--- src/rtl/instr_encoder.sv ---
// Two-stage RISC-V instruction encoder: S1 captures a field beat with its word
// address, S2 holds the packed 32-bit instruction, address and error flag.
module instr_encoder #(
    parameter logic [31:0] BASE_ADDR = 32'h0000_0000
) (
    input  logic        clk,
    input  logic        rst,
    input  logic        in_valid,
    output logic        in_ready,
    input  logic [2:0]  fmt,
    input  logic [6:0]  opcode,
    input  logic [4:0]  rd,
    input  logic [4:0]  rs1,
    input  logic [4:0]  rs2,
    input  logic [2:0]  funct3,
    input  logic [6:0]  funct7,
    input  logic [31:0] imm,
    output logic        out_valid,
    input  logic        out_ready,
    output logic [31:0] instr,
    output logic [31:0] addr,
    output logic        err
);
    localparam logic [31:0] NOP = 32'h0000_0013;

    // Immediate fits when every bit above 'top' matches the sign bit imm[top].
    function automatic logic sext_ok_f(input logic [31:0] im, input int unsigned top);
        logic [31:0] hi;
        hi = $signed(im) >>> top;
        return (hi == 32'h0000_0000) || (hi == 32'hFFFF_FFFF);
    endfunction

    // Returns {err, instr}; any error replaces the word with a NOP.
    function automatic logic [32:0] encode_f(
        input logic [2:0]  f,
        input logic [6:0]  op,
        input logic [4:0]  rd_v,
        input logic [4:0]  rs1_v,
        input logic [4:0]  rs2_v,
        input logic [2:0]  f3,
        input logic [6:0]  f7,
        input logic [31:0] im
    );
        logic [31:0] word;
        logic        bad;
        word = NOP;
        bad  = 1'b0;
        case (f)
            3'd0: word = {f7, rs2_v, rs1_v, f3, rd_v, op};
            3'd1: begin
                word = {im[11:0], rs1_v, f3, rd_v, op};
                bad  = !sext_ok_f(im, 32'd11);
            end
            3'd2: begin
                word = {im[11:5], rs2_v, rs1_v, f3, im[4:0], op};
                bad  = !sext_ok_f(im, 32'd11);
            end
            3'd3: begin
                word = {im[12], im[10:5], rs2_v, rs1_v, f3, im[4:1], im[11], op};
                bad  = im[0] || !sext_ok_f(im, 32'd12);
            end
            3'd4: begin
                word = {im[31:12], rd_v, op};
                bad  = (im[11:0] != 12'h000);
            end
            3'd5: begin
                word = {im[20], im[10:1], im[11], im[19:12], rd_v, op};
                bad  = im[0] || !sext_ok_f(im, 32'd20);
            end
            default: bad = 1'b1;
        endcase
        return {bad, (bad ? NOP : word)};
    endfunction

    logic        ready_en_r;
    logic        s1_valid_r;
    logic [2:0]  s1_fmt_r;
    logic [6:0]  s1_opcode_r;
    logic [4:0]  s1_rd_r;
    logic [4:0]  s1_rs1_r;
    logic [4:0]  s1_rs2_r;
    logic [2:0]  s1_funct3_r;
    logic [6:0]  s1_funct7_r;
    logic [31:0] s1_imm_r;
    logic [31:0] s1_addr_r;
    logic [31:0] addr_cnt_r;
    logic        s1_adv_s;
    logic        accept_s;
    logic [32:0] enc_s;

    // ready_en_r keeps in_ready low until the first edge after reset release.
    assign s1_adv_s = !out_valid || out_ready;
    assign in_ready = ready_en_r && (!s1_valid_r || s1_adv_s);
    assign accept_s = in_valid && in_ready;
    assign enc_s    = encode_f(s1_fmt_r, s1_opcode_r, s1_rd_r, s1_rs1_r, s1_rs2_r,
                               s1_funct3_r, s1_funct7_r, s1_imm_r);

    // S1 capture stage and the per-beat address counter.
    always_ff @(posedge clk or posedge rst) begin
        if (rst) begin
            ready_en_r  <= 1'b0;
            s1_valid_r  <= 1'b0;
            s1_fmt_r    <= 3'd0;
            s1_opcode_r <= 7'd0;
            s1_rd_r     <= 5'd0;
            s1_rs1_r    <= 5'd0;
            s1_rs2_r    <= 5'd0;
            s1_funct3_r <= 3'd0;
            s1_funct7_r <= 7'd0;
            s1_imm_r    <= 32'd0;
            s1_addr_r   <= BASE_ADDR;
            addr_cnt_r  <= BASE_ADDR;
        end else begin
            ready_en_r <= 1'b1;
            if (in_ready) begin
                s1_valid_r <= in_valid;
            end
            if (accept_s) begin
                s1_fmt_r    <= fmt;
                s1_opcode_r <= opcode;
                s1_rd_r     <= rd;
                s1_rs1_r    <= rs1;
                s1_rs2_r    <= rs2;
                s1_funct3_r <= funct3;
                s1_funct7_r <= funct7;
                s1_imm_r    <= imm;
                s1_addr_r   <= addr_cnt_r;
                addr_cnt_r  <= addr_cnt_r + 32'd4;
            end
        end
    end

    // S2 output register; holds its beat while the consumer stalls.
    always_ff @(posedge clk or posedge rst) begin
        if (rst) begin
            out_valid <= 1'b0;
            instr     <= 32'd0;
            addr      <= BASE_ADDR;
            err       <= 1'b0;
        end else if (s1_adv_s) begin
            out_valid <= s1_valid_r;
            if (s1_valid_r) begin
                instr <= enc_s[31:0];
                err   <= enc_s[32];
                addr  <= s1_addr_r;
            end
        end
    end
endmodule

--- config.mk ---
export PLATFORM = sky130hd
export DESIGN_NAME = instr_encoder
export DESIGN_NICKNAME = d
export VERILOG_FILES = /design/src/rtl/instr_encoder.sv
export SDC_FILE = /design/constraint.sdc
export NUM_CORES = 1
export LEC_CHECK = 0
export BUFFER_PORTS_ARGS = -buffer_cell sky130_fd_sc_hd__buf_4
export CORE_MARGIN = 3
export CORE_UTILIZATION = 40
export CTS_CLUSTER_DIAMETER = 120
export DETAILED_ROUTE_END_ITERATION = 8
export SYNTH_ARGS = -nofsm -noshare
export SYNTH_HDL_FRONTEND = slang
export SYNTH_SLANG_ARGS = --single-unit
--- constraint.sdc ---
create_clock -name clk -period 15.4 [get_ports clk]
set_clock_uncertainty 0.15 [all_clocks]
set_input_delay 1.54 -clock clk [delete_from_list [all_inputs] [get_ports clk]]
set_output_delay 1.54 -clock clk [all_outputs]
set_load 0.01 [all_outputs]
==> impl_metrics.yaml <==
synthesis:
  synth_seq_cells: 193
  yosysTopAreaCell: "dfrtp_1"
  synthAdderAreaFrac: 0.00147
  synth.avg_cell_area_um2: 10.1
  ys_top_cells_by_area: "dfrtp_1, nand2_1, o41ai_2, mux2_2, xnor2_1"
  synth_most_common_cell: "nand2_1"
  seq_area_frac_synth: 0.567
  synthArstFlopShare: 1.00
  ys_top_cells_by_count: "nand2_1, dfrtp_1, clkbuf_1, o41ai_2, mux2_2"
  synthMuxAreaShare: 0.0487
  synthCells: 843
  synth_area_um2: 8510
  synth_edf_count: 0
  ys_types: 50
  synth_ff_type: "dfrtp_1"
  synth_top_area_frac: 0.567
  synth_xor_area_frac: 0.0309
  yosys_warnings: 0
  synth_simple_gate_area_frac: 0.218
  synth_top_family_by_area: "simple AND/OR/NAND/NOR gates"
  synth_compound_area_frac: 0.0997
power_and_ir_drop:
  p_comb_frac: 0.215
  p_total_mw: 1.41
  power_frac_seq: 0.462
  p_sw_frac: 0.313
  p_clk_frac: 0.323
  ir_drop_uv: 55.3
  p_switching_mw: 0.441
  internal_power_mw: 0.967
  p_leak_nw: 5.29
  power_density_nw_per_um2: 136
worst_setup_path:
  critPathSlowestCell: "nand3b_1"
  r2r_setup_slack_ps: 12480
  critPathKind: "in -> out"
  critPathLaunchType: "input pin"
  worst_ep_arrival_time_ps: 2260
  endpoint_kind: "output pin"
  crit_fanout: 4
  cp_common_cell: "buf_4"
  path_cells: "buf_4 -> nand3b_1 -> and2_1 -> buf_4"
  cpPeakStageDelay_ps: 250
  worstPathRequired_ps: 13710
  worstRegToRegCells: 5
final_layout:
  diodes: 0
  synthToLayoutAreaGrowth_pct: 21.3
  finalInstanceArea_um2: 10300
  layout-drive-gt1-share: 0.256
  finalNetCount: 1025
cts:
  cts_buffer_depth: 2
  root_buffer: "clkbuf_16"
  cts_setup_buffers: 0
  clk_latency_ps: 430
  h-tree-depth: 4
  clkSinkCount: 193
  cts_resized: 0
  tritoncts: "yes"
  clk_pin_slew_ps: 70
  cts_inserted_buffers: 17
  ctsHoldBuffers: 0
global_route:
  grt_pass1_vias: 6378
  track_usage: 0.179
  antenna_found_initial: 0
  grt_max_degree: 116
  grt_pass1_wl_um: 33900
  grt-ovfl-total: 0
sta:
  maxSlewViolCount: 0
  setup_viol: 0
  max_freq_mhz: 253
  fin_hold_ws_ps: 316
  max_slew_margin: 0.354
  hold_viol: 0
  setup_tns_ps: 0
  tightest_slew_ps: 969
  post-route-period-util: 0.257
  rsz0062_at_grt: "false"
  post-route-min-period_ps: 3950
routing:
  vias: 6257
  via_per_inst: 5.06
  totalWireLength_um: 20300
  routedWlPerCell_um: 16.4
  drt_iter0_drc: 359
  drc: 0
  final_antenna_net_count: 0
  drtPass1Iterations: 4
placed_design:
  place.gp.congestion: 0.794
  place_hpwl_um: 13200
  port_buffers: 135
  dpl-instance-area_um2: 9720
floorplanning:
  initial_utilization: 0.414
  die_width_um: 152
  core-area_um2: 20600
  ios: 138
  fp.dieArea_um2: 23100
  row_count: 52
  dieHeight_um: 152
flow_run:
  maxCapViolations: 0
min_path:
  min_path_type: "reg -> reg"
  hold_depth: 2
run_status:
  status: "finished, final reports clean"
per-stage QoR:
step / cells / setup slack [ps] / util
2_1_floorplan: 844 / 8450 / -
4_1_cts: 1236 / 11450 / 0.502
3_3_place_gp: 1204 / 11470 / 0.473
6_report: 1236 / 11450 / 0.502
5_1_grt: 1236 / 11400 / 0.502
3_5_place_dp: 1204 / 11460 / 0.473
power groups by stage:
stage | logic (mW) | clock network [mW] | registers [mW]
finish | 0.303 | 0.455 | 0.650
global route | 0.338 | 0.490 | 0.661
CTS | 0.308 | 0.466 | 0.650
detailed placement | 0.307 | 0 | 0.659
global placement | 0.302 | 0 | 0.659
floorplan | 0.187 | 0 | 0.651
worst paths after layout:
kind / end / from
hold reg to reg: addr[2] / s1_addr_r[2]
max in group asynchronous: instr[30] / rst
hold / removal: addr[2] / s1_addr_r[2]
setup / recovery: in_ready / out_ready
setup reg to reg: instr[0] / s1_fmt_r[2]
min in group asynchronous: addr[10] / rst
kinds of logic (layout without fill, tap and decap cells):
logic type,after synthesis,count (layout)
simple gates,437,437
compound gates,81,81
other cells,2,3
buf+inv,61,183
flops,193,193
mux,38,38
fa+ha+maj,1,1
xor+xnor,30,30
critical path: cells and delay by family:
family | cells | cell delay, ps
buffers and inverters | 2 | 250
AND/OR/NAND/NOR | 2 | 480
cell type report:
| class | count | area [µm²] |
|---|---|---|
| clock inverter | 14 | 169 |
| clock buffer | 18 | 439 |
| sequential | 193 | 4830 |
| fill | 1945 | 10200 |
| tap | 270 | 338 |
| multi-input combinational | 590 | 3440 |
| timing repair buffer | 143 | 1070 |
| inverter | 8 | 37.5 |
flip-flops by register name, summed over array words and instances (netlist names), 7 cells and up:
signal	count
instr	32
s1_imm_r	32
addr	30
addr_cnt_r	30
s1_addr_r	30
s1_funct7_r	7
s1_opcode_r	7
metal layers:
| metal | global-route usage | share of wire | vias up |
|---|---|---|---|
| li1 | - | - | 3039 |
| met1 | 0.254 | 0.48 | 3067 |
| met2 | 0.278 | 0.46 | 135 |
| met3 | 0.0387 | 0.049 | 16 |
| met4 | 0.0518 | 0.013 | 0 |
| met5 | 0 | 0 | - |
placed cells by master, fill, tap and decap left out, drive strengths merged, types with 15 or more instances in the layout:
cell    Yosys  final
mux2       27     27
a21oi      15     15
dfrtp     193    193
xnor2      16     16
nor2       17     17
nand2     349    349
o41ai      29     29
clkbuf     29     18
buf        24    143
inv         8     15
Power figures use the tool's default switching activity.
